===== config.mk =====
export PLATFORM = sky130hd
export DESIGN_NAME = register_read_stage
export DESIGN_NICKNAME = d
export VERILOG_FILES = /design/src/rtl/ap9_regfile_pkg.sv /design/src/rtl/register_read_stage_operand_select.sv /design/src/rtl/register_read_stage.sv
export SDC_FILE = /design/constraint.sdc
export NUM_CORES = 1
export LEC_CHECK = 0
export ABC_AREA = 1
export CORE_MARGIN = 2
export CORE_UTILIZATION = 41
export CTS_BUF_LIST = sky130_fd_sc_hd__clkbuf_8 sky130_fd_sc_hd__clkbuf_16
export DETAILED_ROUTE_END_ITERATION = 7
export HOLD_SLACK_MARGIN = 0.12
export PLACE_DENSITY = 0.78
export SLEW_MARGIN = 5
export SYNTH_ARGS = -nofsm -noshare
export SYNTH_HDL_FRONTEND = slang
export SYNTH_SLANG_ARGS = --single-unit

===== constraint.sdc =====
create_clock -name wire_clock -period 1.6 [get_ports wire_clock]
set_clock_uncertainty 0.2 [all_clocks]
set_input_delay 0.16 -clock wire_clock [delete_from_list [all_inputs] [get_ports wire_clock]]
set_output_delay 0.16 -clock wire_clock [all_outputs]
set_load 0.1 [all_outputs]

===== src/rtl/ap9_regfile_pkg.sv =====
`default_nettype none
// ============================================================================
// Module      : ap9_regfile_pkg
// Description : Shared widths, types and helpers for the register-file read
//               path (8 x 16-bit general registers r0..r7).
// Revision    : 1.0 - initial release
// ============================================================================
package ap9_regfile_pkg;

    localparam int DATA_W = 16;
    localparam int NREG   = 8;
    localparam int SEL_W  = 4;

    typedef logic [SEL_W-1:0]  reg_sel_t;
    typedef logic [DATA_W-1:0] reg_data_t;

    // The top select bit marks "no register"; only codes 0..7 name r0..r7.
    function automatic logic sel_in_range(input reg_sel_t sel);
        return !sel[SEL_W-1];
    endfunction

endpackage : ap9_regfile_pkg
`default_nettype wire


===== src/rtl/register_read_stage_operand_select.sv =====
`default_nettype none
// ============================================================================
// Module      : operand_select
// Description : One read port of the register file. 8:1 register mux with a
//               zero result for out-of-range selects and a bypass of a write
//               landing on the same clock edge.
// Revision    : 1.0 - initial release
// ============================================================================
module operand_select
    import ap9_regfile_pkg::*;
(
    input  logic [NREG-1:0][DATA_W-1:0] i_regs,
    input  reg_sel_t                    i_sel,
    input  logic                        i_wr_en,
    input  reg_sel_t                    i_wr_sel,
    input  reg_data_t                   i_wr_data,
    output reg_data_t                   o_operand
);

    // Register files update on the same edge the operand is captured, so a
    // matching write must win over the (about to be stale) register value.
    always_comb begin
        o_operand = '0;
        if (sel_in_range(i_sel)) begin
            if (i_wr_en && (i_wr_sel == i_sel)) begin
                o_operand = i_wr_data;
            end else begin
                o_operand = i_regs[i_sel[SEL_W-2:0]];
            end
        end
    end

endmodule : operand_select
`default_nettype wire


===== src/rtl/register_read_stage.sv =====
`default_nettype none
// ============================================================================
// Module      : register_read_stage
// Description : Registered dual read port of the general register file with a
//               valid/ready handshake. Drives operand A on wireForM3 and
//               operand B on wireForM4. A held response tracks writes to the
//               registers it names, and stalled cycles are counted.
// Revision    : 1.0 - initial release
// ============================================================================
module register_read_stage
    import ap9_regfile_pkg::*;
#(
    parameter int STALL_W = 8
) (
    input  logic               wire_clock,
    input  logic               wire_reset,
    input  reg_data_t          r0,
    input  reg_data_t          r1,
    input  reg_data_t          r2,
    input  reg_data_t          r3,
    input  reg_data_t          r4,
    input  reg_data_t          r5,
    input  reg_data_t          r6,
    input  reg_data_t          r7,
    input  logic               wr_en,
    input  reg_sel_t           wr_sel,
    input  reg_data_t          wr_data,
    input  logic               req_valid,
    output logic               req_ready,
    input  reg_sel_t           sel_a,
    input  reg_sel_t           sel_b,
    output logic               rsp_valid,
    input  logic               rsp_ready,
    output reg_data_t          wireForM3,
    output reg_data_t          wireForM4,
    output logic [STALL_W-1:0] stall_cnt
);

    // Held selects reset to the "no register" code so nothing snoops.
    localparam reg_sel_t           c_SEL_NONE  = reg_sel_t'({1'b1, {(SEL_W-1){1'b0}}});
    localparam logic [STALL_W-1:0] c_STALL_MAX = {STALL_W{1'b1}};

    logic                        r_rsp_valid;
    reg_data_t                   r_op_a;
    reg_data_t                   r_op_b;
    reg_sel_t                    r_held_sel_a;
    reg_sel_t                    r_held_sel_b;
    logic [STALL_W-1:0]          r_stall_cnt;

    logic [NREG-1:0][DATA_W-1:0] w_regs;
    reg_data_t                   w_op_a;
    reg_data_t                   w_op_b;
    logic                        w_req_ready;
    logic                        w_accept;
    logic                        w_hold;
    logic                        w_wr_valid;
    logic                        w_snoop_a;
    logic                        w_snoop_b;

    assign w_regs = {r7, r6, r5, r4, r3, r2, r1, r0};

    operand_select u_sel_a (
        .i_regs    (w_regs),
        .i_sel     (sel_a),
        .i_wr_en   (wr_en),
        .i_wr_sel  (wr_sel),
        .i_wr_data (wr_data),
        .o_operand (w_op_a)
    );

    operand_select u_sel_b (
        .i_regs    (w_regs),
        .i_sel     (sel_b),
        .i_wr_en   (wr_en),
        .i_wr_sel  (wr_sel),
        .i_wr_data (wr_data),
        .o_operand (w_op_b)
    );

    // Ready depends only on our own state and the consumer, never on req_valid.
    assign w_req_ready = !r_rsp_valid || rsp_ready;
    assign w_accept    = req_valid && w_req_ready;
    assign w_hold      = r_rsp_valid && !rsp_ready;
    assign w_wr_valid  = wr_en && sel_in_range(wr_sel);
    assign w_snoop_a   = w_hold && w_wr_valid && (wr_sel == r_held_sel_a);
    assign w_snoop_b   = w_hold && w_wr_valid && (wr_sel == r_held_sel_b);

    // Response register: capture on accept, retire on drain, track writes while held.
    always_ff @(posedge wire_clock) begin
        if (wire_reset) begin
            r_rsp_valid  <= 1'b0;
            r_op_a       <= '0;
            r_op_b       <= '0;
            r_held_sel_a <= c_SEL_NONE;
            r_held_sel_b <= c_SEL_NONE;
        end else if (w_accept) begin
            r_rsp_valid  <= 1'b1;
            r_op_a       <= w_op_a;
            r_op_b       <= w_op_b;
            r_held_sel_a <= sel_a;
            r_held_sel_b <= sel_b;
        end else begin
            if (r_rsp_valid && rsp_ready) begin
                r_rsp_valid <= 1'b0;
            end
            if (w_snoop_a) begin
                r_op_a <= wr_data;
            end
            if (w_snoop_b) begin
                r_op_b <= wr_data;
            end
        end
    end

    // Saturating count of cycles the consumer back-pressures a valid response.
    always_ff @(posedge wire_clock) begin
        if (wire_reset) begin
            r_stall_cnt <= '0;
        end else if (w_hold && (r_stall_cnt != c_STALL_MAX)) begin
            r_stall_cnt <= r_stall_cnt + 1'b1;
        end
    end

    assign req_ready = w_req_ready;
    assign rsp_valid = r_rsp_valid;
    assign wireForM3 = r_op_a;
    assign wireForM4 = r_op_b;
    assign stall_cnt = r_stall_cnt;

endmodule : register_read_stage
`default_nettype wire


==> results of run 1 <==
==> power by group through the flow <==
stage / clock [mW] / sequential [mW] / combinational [mW]
2_1_floorplan: 0 / 1.81 / 0.915
3_3_place_gp: 0 / 1.40 / 2.51
3_5_place_dp: 0 / 1.40 / 2.52
4_1_cts: 1.08 / 1.38 / 2.59
5_1_grt: 1.14 / 1.39 / 2.89
6_report: 1.09 / 1.38 / 2.72
==> path summary, 6_finish.rpt <==
check                  start         endpoint  slack (ns)  cells after the start
max          r_held_sel_a[2]     wireForM3[6]       -0.02                      7
min                 sel_a[0]  r_held_sel_a[0]        0.24                      4
max reg2reg  r_held_sel_a[2]     wireForM3[6]       -0.02                      7
min reg2reg  r_held_sel_b[1]  r_held_sel_b[1]        0.27                      2
==> critical path, stage by stage, from the launching register on <==
cell     delay (ns)
dfxtp_1        0.31
inv_1          0.08
nand2_1        0.07
a21oi_2        0.17
nand3_4        0.17
buf_12         0.19
o21ai_1        0.19
a21oi_1        0.13
==> final cells by class <==
type,count,area (um2)
sequential,49,1010
timing repair buffer,289,3390
multi-input combinational,849,4020
inverter,45,178
tap,172,215
fill,1058,3610
clock buffer,5,125
clock inverter,3,21.3
==> layer usage <==
metal,vias up,global-route usage
li1,3776,-
met1,3483,0.449
met2,544,0.554
met3,80,0.0355
met4,0,0.111
met5,-,0
==> cells by family after synthesis <==
kind of cell             share of synthesized area
AO/OA/AOI/OAI                                0.125
buffers and inverters                       0.0979
AND/OR/NAND/NOR                              0.583
flip-flops                                   0.187
adder cells (fa/ha/maj)                    0.00238
XOR/XNOR                                   0.00500
==> per-stage QoR <==
step                      setup TNS, ns  setup slack [ns]
after floorplan                   -6.25            -0.181
after global placement           -14.76            -0.464
after detailed placement         -16.26            -0.518
after CTS                             0            0.0114
after global routing             -0.882            -0.121
final                           -0.0412           -0.0241
==> cell usage after synthesis, drive strengths merged <==
library cell,count,area (um2)
a21oi,47,254
dfxtp,49,981
xnor2,1,8.76
xor2,2,17.5
nand2,494,1870
nor2,20,105
inv,43,161
ha,1,12.5
nor3,2,10.0
nor3b,1,7.51
nand3,165,861
o21ai,80,400
clkbuf,30,114
nand4,34,213
clkinv,2,12.5
buf,39,226
==> registers in the layout, indices dropped and copies added, names as in the netlist <==
name and cells:
r_held_sel_a 4, r_held_sel_b 4, rsp_valid 1, stall_cnt 8, wireForM3 16, wireForM4 16
==> timing repair <==
item | CTS | global route
pin swaps | 5 | 26
resized for setup | 32 | 82
gates cloned | 4 | 1
setup buffers | 5 | 5
setup endpoints to repair | 32 | 30
==> flow_metrics.py, run 1 <==
metrics = {
    "timing": {
        "tightestPinTransition_ns": 0.326,
        "setup_viol": 2,
        "slew_headroom": 0.781,
        "layout_setup_ws_ns": -0.0241,
        "fmax_mhz": 616,
        "hold_viol_final": 0,
        "min_period_ns": 1.62,
        "rsz0062_at_grt": "yes",
        "drv_slew": 0,
        "whs_ns": 0.239,
        "period_share": 1.02,
    },
    "pwr": {
        "power_leakage_nw": 4.12,
        "ir_drop_v": 0.000407,
        "power_density_nw_per_um2": 580,
        "comb_power_share": 0.523,
        "p_clk_frac": 0.210,
        "cell_internal_pwr_mw": 3.02,
        "switching_power_mw": 2.17,
        "p_total_mw": 5.19,
        "p_sw_frac": 0.418,
        "p_seq_frac": 0.266,
    },
    "worst_hold_path": {
        "hp-class": "in2reg",
    },
    "placement": {
        "io_buffer_count": 202,
        "place_congestion": 1.03,
        "dp.cells": 1389,
        "dp_hpwl_mm": 17.1,
        "dpl_cell_area_um2": 8390,
    },
    "die": {
        "io_pins": 203,
        "die_h_um": 117,
        "design.core.area_um2": 12600,
        "die_area_um2": 13700,
        "die_w_um": 117,
        "initial_utilization": 0.418,
        "row_count": 41,
    },
    "clock_network": {
        "clock-root-buffer": "clkbuf_16",
        "hold_buffers": 0,
        "cts_max_level": 2,
        "clk_pin_slew_ns": 0.07,
        "clock_latency_ns": 0.29,
        "numCtsBuffers": 5,
        "cts_max_path_buffers": 2,
        "cts.sinks": 49,
        "cts_tree": "built",
    },
    "global_routing": {
        "grt_use_total": 0.333,
        "grt_max_degree": 35,
        "antenna_found_initial": 0,
        "grt_first_pass_wirelength_mm": 36.3,
        "overflow": 0,
        "grt_pass1_vias": 7240,
    },
    "status": {
        "violations": "negative setup slack",
        "status": "finished, violations left",
    },
    "finish": {
        "drive_gt1_frac": 0.178,
        "layout_common_cells": "478 x nand2_1, 157 x nand3_1, 147 x clkdlybuf4s50_1, 57 x buf_12, 55 x buf_4",
        "final_core_util": 0.712,
        "fin_nets": 1401,
        "stdcell_count": 1412,
        "n_antenna_cell": 0,
        "final_common_cell": "nand2_1",
        "synthToLayoutAreaGrowth_pct": 70.4,
        "stdcell_area_um2": 8950,
    },
    "routing": {
        "wire_per_inst_um": 16.9,
        "drt_wl_total_mm": 23.8,
        "via_count": 7883,
        "drt-met1-wl_mm": 9.33,
        "firstDrtPassIters": 5,
        "wl_met3_mm": 2.38,
        "top_layer_used": "met4",
        "drc": 0,
        "postRouteAntennaNets": 0,
        "drt_iter0_drc": 933,
        "vias_per_cell": 5.58,
        "met2WireLength_mm": 11.3,
    },
    "synthesis": {
        "synth_cells": 1010,
        "synth-seq-cells": 49,
        "synth_fp_nets": 1172,
        "yosysSeqAreaShare": 0.187,
        "avgSynthCellArea_um2": 5.20,
        "netlist_area_um2": 5250,
        "synth_cell_type_count": 31,
        "yosys_warnings": 0,
    },
    "worst_setup_path": {
        "required_ns": 1.57,
        "start_kind": "flop",
        "crit_fanout": 9,
        "worstSetupPathType": "reg2reg",
        "cp.arrival_ns": 1.59,
        "cp-end-kind": "flop",
    },
    "run": {
        "maxCapViolations": 0,
    },
}
(Power assumes the default switching activity.)
==> run 2, diff against run 1 <==
--- a/config.mk
+++ b/config.mk
@@ -12,6 +12,7 @@
 export DETAILED_ROUTE_END_ITERATION = 7
 export HOLD_SLACK_MARGIN = 0.12
 export PLACE_DENSITY = 0.78
+export RECOVER_POWER = 100
 export SLEW_MARGIN = 5
 export SYNTH_ARGS = -nofsm -noshare
 export SYNTH_HDL_FRONTEND = slang
==> run 2 against run 1 <==
Against the previous run:
- the flow still finishes with violations (negative setup slack)
- count of clock-buffer cells in the layout is the same
- wire length rose by 0.41%
- setup slack improved by 0.0050 ns
- sequential cell count did not move
- die area did not move
- largest power group unchanged
==> flow_metrics.py, run 2 (synthesis results as in run 1) <==
metrics = {
    "status": {
        "status": "finished, violations left",
        "violations": "negative setup slack",
    },
    "clock_network": {
        "hold_buffers": 0,
        "cts.sinks": 49,
        "clock-root-buffer": "clkbuf_16",
        "cts_tree": "built",
        "cts_max_path_buffers": 2,
        "cts_max_level": 2,
        "clk_pin_slew_ns": 0.07,
        "clock_latency_ns": 0.29,
        "numCtsBuffers": 5,
    },
    "worst_setup_path": {
        "worstSetupPathType": "in2reg",
        "cp.depth": 8,
        "crit_fanout": 17,
        "required_ns": 1.61,
        "slowest_delay_ns": 0.47,
        "path_cells": "clkdlybuf4s50_1, inv_2, nand2_8, nand2_4, nor2_4, buf_12, nand3_1, a21oi_1",
        "start_kind": "primary input",
        "crit_family": "buffers and inverters",
        "slowest_stage": "clkdlybuf4s50_1",
        "cp-end-kind": "flop",
        "cp.arrival_ns": 1.62,
        "rrSetupSlack_ns": -0.01,
        "critPathBufInv": 3,
        "rr_worst_depth": 7,
        "r2r_start": "r_held_sel_a[2]",
        "r2r_end": "wireForM3[7]",
    },
    "placement": {
        "io_buffer_count": 202,
        "place_congestion": 1.03,
        "dp_hpwl_mm": 17.1,
        "dpl_worst_slack_ns": -0.518,
        "dpl_cell_area_um2": 8390,
        "dp.cells": 1389,
    },
    "die": {
        "row_count": 41,
        "die_h_um": 117,
        "io_pins": 203,
        "die_area_um2": 13700,
        "design.core.area_um2": 12600,
        "die_w_um": 117,
        "initial_utilization": 0.418,
    },
    "routing": {
        "via_count": 7859,
        "drc": 0,
        "postRouteAntennaNets": 0,
        "wire_per_inst_um": 16.9,
        "drt_iter0_drc": 961,
        "firstDrtPassIters": 8,
        "drt_wl_total_mm": 23.9,
        "vias_per_cell": 5.57,
    },
    "timing": {
        "rsz0062_at_grt": "yes",
        "layout_setup_ws_ns": -0.0190,
        "whs_ns": 0.239,
        "period_share": 1.01,
        "tightestPinTransition_ns": 0.564,
        "drv_slew": 0,
        "slew_headroom": 0.625,
        "setup_viol": 3,
        "fmax_mhz": 618,
        "fin_setup_tns_ns": -0.0275,
        "min_period_ns": 1.62,
        "hold_viol_final": 0,
    },
    "finish": {
        "fillers": 1129,
        "synthToLayoutAreaGrowth_pct": 59.9,
        "stdcell_count": 1412,
        "stdcell_area_um2": 8400,
        "layout_common_cells": "478 x nand2_1, 157 x nand3_1, 147 x clkdlybuf4s50_1, 55 x buf_4, 43 x o21ai_1",
        "final_core_util": 0.668,
        "fin_nets": 1401,
        "final_common_cell": "nand2_1",
        "drive_gt1_frac": 0.178,
        "n_antenna_cell": 0,
    },
    "global_routing": {
        "overflow": 0,
        "grt_first_pass_wirelength_mm": 36.3,
        "grt_pass1_vias": 7240,
        "antenna_found_initial": 0,
        "grt_use_total": 0.333,
        "grt_max_degree": 35,
    },
    "worst_hold_path": {
        "hp-start": "sel_a[0]",
        "worstHoldPathCells": 4,
        "min_to": "r_held_sel_a[0]",
        "hp-class": "in2reg",
    },
    "pwr": {
        "ir_drop_v": 0.000406,
        "p_total_mw": 4.98,
        "power_density_nw_per_um2": 593,
        "power_leakage_nw": 3.98,
    },
    "run": {
        "maxCapViolations": 0,
    },
}
==> run 2: cell count changes in the layout (fill, tap and decap cells not counted), sizes merged <==
cell and delta:
buf -14, clkbuf +14
==> run 2: power breakdown <==
group          switching [mW]  internal (mW)  leakage [nW]
sequential             0.0540           1.29         0.410
clock                   0.508          0.584        0.0702
combinational            1.58          0.960          3.50
==> run 2: worst min-delay path, cell delays in order <==
cell and delay [ns]:
buf_2 0.14, buf_12 0.17, o21ai_0 0.17, a21oi_1 0.05
==> run 2: repair_timing <==
action / 4_1_cts / 5_1_grt
gates resized for setup: 32 / 82
setup endpoints to repair: 32 / 30
gates cloned: 4 / 1
buffers inserted: 5 / 5
pin swaps: 5 / 26
==> run 2: layout make-up <==
type / instances / area, um2 / share of cell area
clock buffers: 5 / 125 / 0.0149
well taps: 172 / 215 / 0.0256
flip-flops and latches: 49 / 1010 / 0.120
multi-input cells: 849 / 4020 / 0.479
inverters: 45 / 178 / 0.0211
repair buffers: 289 / 2830 / 0.337
clock inverters: 3 / 21.3 / 0.00253
==> run 2: worst max-delay path by stage <==
stage	from	endpoint
CTS	rsp_ready	wireForM3[14]
global placement	wr_sel[2]	wireForM3[2]
finish	rsp_ready	wireForM3[6]
global route	r_held_sel_a[2]	wireForM3[7]
floorplan	rsp_valid	wireForM3[10]
detailed placement	wr_sel[0]	wireForM4[8]
==> run 2: metal layers <==
| metal | part of all wire | global-route usage |
|---|---|---|
| met1 | 0.40 | 0.449 |
| met2 | 0.46 | 0.554 |
| met3 | 0.10 | 0.0355 |
| met4 | 0.040 | 0.111 |
| met5 | 0 | 0 |
==> run 3, diff against run 2 <==
--- a/config.mk
+++ b/config.mk
@@ -6,7 +6,7 @@
 export NUM_CORES = 1
 export LEC_CHECK = 0
 export ABC_AREA = 1
-export CORE_MARGIN = 2
+export CORE_MARGIN = 1
 export CORE_UTILIZATION = 41
 export CTS_BUF_LIST = sky130_fd_sc_hd__clkbuf_8 sky130_fd_sc_hd__clkbuf_16
 export DETAILED_ROUTE_END_ITERATION = 7
==> run 3 against run 2 <==
Against the previous run:
- the flow still finishes with violations (negative setup slack)
- sequential power about the same
- critical path depth decreased by 1
- hold slack worse by 0.088 ns
- sequential cell count unchanged
- largest power group unchanged
==> flow_metrics.py, run 3 (synthesis results as in run 1) <==
metrics = {
    "status": {
        "status": "finished, violations left",
        "violations": "negative setup slack",
    },
    "die": {
        "die_area_um2": 13300,
        "io_pins": 203,
        "die_h_um": 115,
        "row_count": 40,
        "initial_utilization": 0.428,
        "design.core.area_um2": 12300,
        "die_w_um": 115,
    },
    "timing": {
        "slew_headroom": 0.637,
        "min_period_ns": 1.62,
        "fin_setup_tns_ns": -0.0275,
        "period_share": 1.01,
        "setup_viol": 3,
        "drv_slew": 0,
        "rsz0062_at_grt": "yes",
        "tightestPinTransition_ns": 0.547,
        "whs_ns": 0.151,
        "hold_viol_final": 0,
        "layout_setup_ws_ns": -0.0154,
        "fmax_mhz": 619,
    },
    "clock_network": {
        "clock-root-buffer": "clkbuf_16",
        "cts.sinks": 49,
        "clock_latency_ns": 0.30,
        "cts_tree": "built",
        "cts_max_path_buffers": 2,
        "clk_pin_slew_ns": 0.08,
        "cts_max_level": 2,
        "numCtsBuffers": 5,
        "hold_buffers": 0,
    },
    "worst_setup_path": {
        "required_ns": 1.59,
        "slowest_delay_ns": 0.31,
        "cp.arrival_ns": 1.60,
        "slowest_stage": "dfxtp_1",
        "cp-end-kind": "flop",
        "path_cells": "inv_1, nand2_1, a21oi_2, nand3_4, clkbuf_16, o21ai_2, a21oi_1",
        "crit_fanout": 6,
        "start_kind": "flop",
        "crit_family": "compound AO/OA/AOI/OAI gates",
        "r2r_start": "r_held_sel_b[2]",
        "rr_worst_depth": 7,
        "r2r_end": "wireForM4[7]",
        "worstSetupPathType": "reg2reg",
        "rrSetupSlack_ns": -0.02,
        "critPathBufInv": 2,
    },
    "finish": {
        "drive_gt1_frac": 0.189,
        "layout_common_cells": "465 x nand2_1, 158 x nand3_1, 146 x clkdlybuf4s50_1, 61 x buf_4, 49 x buf_12",
        "synthToLayoutAreaGrowth_pct": 68.7,
        "stdcell_area_um2": 8860,
        "n_antenna_cell": 0,
        "stdcell_count": 1404,
        "final_common_cell": "nand2_1",
        "fin_nets": 1397,
    },
    "routing": {
        "drc": 0,
        "vias_per_cell": 5.84,
        "postRouteAntennaNets": 0,
        "firstDrtPassIters": 6,
        "via_count": 8201,
        "drt_iter0_drc": 1082,
        "wire_per_inst_um": 17.4,
        "drt_wl_total_mm": 24.4,
    },
    "global_routing": {
        "antenna_found_initial": 0,
        "overflow": 0,
        "grt_first_pass_wirelength_mm": 36.3,
        "grt_use_total": 0.343,
        "grt_max_degree": 46,
        "grt_pass1_vias": 7328,
    },
    "placement": {
        "io_buffer_count": 202,
        "dpl_cell_area_um2": 8280,
        "dp_hpwl_mm": 16.5,
        "dp.cells": 1376,
        "place_congestion": 0.943,
    },
    "pwr": {
        "ir_drop_v": 0.000441,
        "power_leakage_nw": 4.07,
        "power_density_nw_per_um2": 603,
        "p_total_mw": 5.34,
    },
    "worst_hold_path": {
        "hp-class": "in2reg",
        "hp-start": "rsp_ready",
        "worstHoldPathCells": 5,
        "min_to": "rsp_valid",
    },
    "run": {
        "maxCapViolations": 0,
    },
}
run 3: cell count changes in the layout (fill, tap and decap cells not counted), moves of 5 or more:
cell,delta
nand2_2,+15
buf_6,-5
buf_4,+6
clkbuf_2,-12
nand2_1,-13
o21ai_1,-13
buf_12,+29
buf_2,-20
o21ai_0,+12
run 3: tightest hold or removal path: cells and delay by family:
kind                   cells  cell delay (ns)
AO/OA/AOI/OAI              1             0.07
buffers and inverters      3             0.28
AND/OR/NAND/NOR            1             0.08
run 3: power breakdown:
| group | internal (mW) | total [mW] | switching (mW) |
|---|---|---|---|
| logic | 1.11 | 2.72 | 1.61 |
| registers | 1.29 | 1.38 | 0.0894 |
| clock network | 0.720 | 1.24 | 0.519 |
run 3: final cells by class:
type	count	area (um2)
Fill cell	1020	3400
Multi-Input combinational cell	851	4110
Clock inverter	1	7.51
Tap cell	168	210
Timing Repair Buffer	283	3180
Inverter	45	181
Sequential cell	49	1010
Clock buffer	7	164
run 3: how the worst max path moves through the flow:
stage,start,to,slack [ns],cells past startpoint
floorplan,rsp_valid,wireForM3[10],-0.18,7
global placement,wr_sel[0],wireForM4[1],-0.38,10
detailed placement,wr_sel[2],wireForM4[4],-0.43,7
CTS,stall_cnt[0],stall_cnt[5],0.02,10
global route,r_held_sel_b[2],wireForM4[12],-0.10,7
finish,r_held_sel_b[2],wireForM4[7],-0.02,7
run 3: timing repair:
action | CTS | global route
resized for setup | 39 | 70
gates cloned | 3 | 3
endpoints found under the hold margin | 0 | 0
buffers inserted | 4 | 10
endpoints found under the setup margin | 32 | 37
pin swaps | 16 | 24
run 3: metal layers:
layer  part of all wire  vias up  track usage
met5                  0        -            0
met1               0.38     3632        0.447
met2               0.46      673        0.568
met4              0.050        0        0.151
li1                   -     3760            -
met3               0.11      136       0.0448
run 3: metrics by stage:
stage	worst slack, ns	util
global placement	-0.385	0.676
finish	-0.0154	0.723
detailed placement	-0.432	0.676
floorplan	-0.181	-
global route	-0.102	0.723
CTS	0.0197	0.704
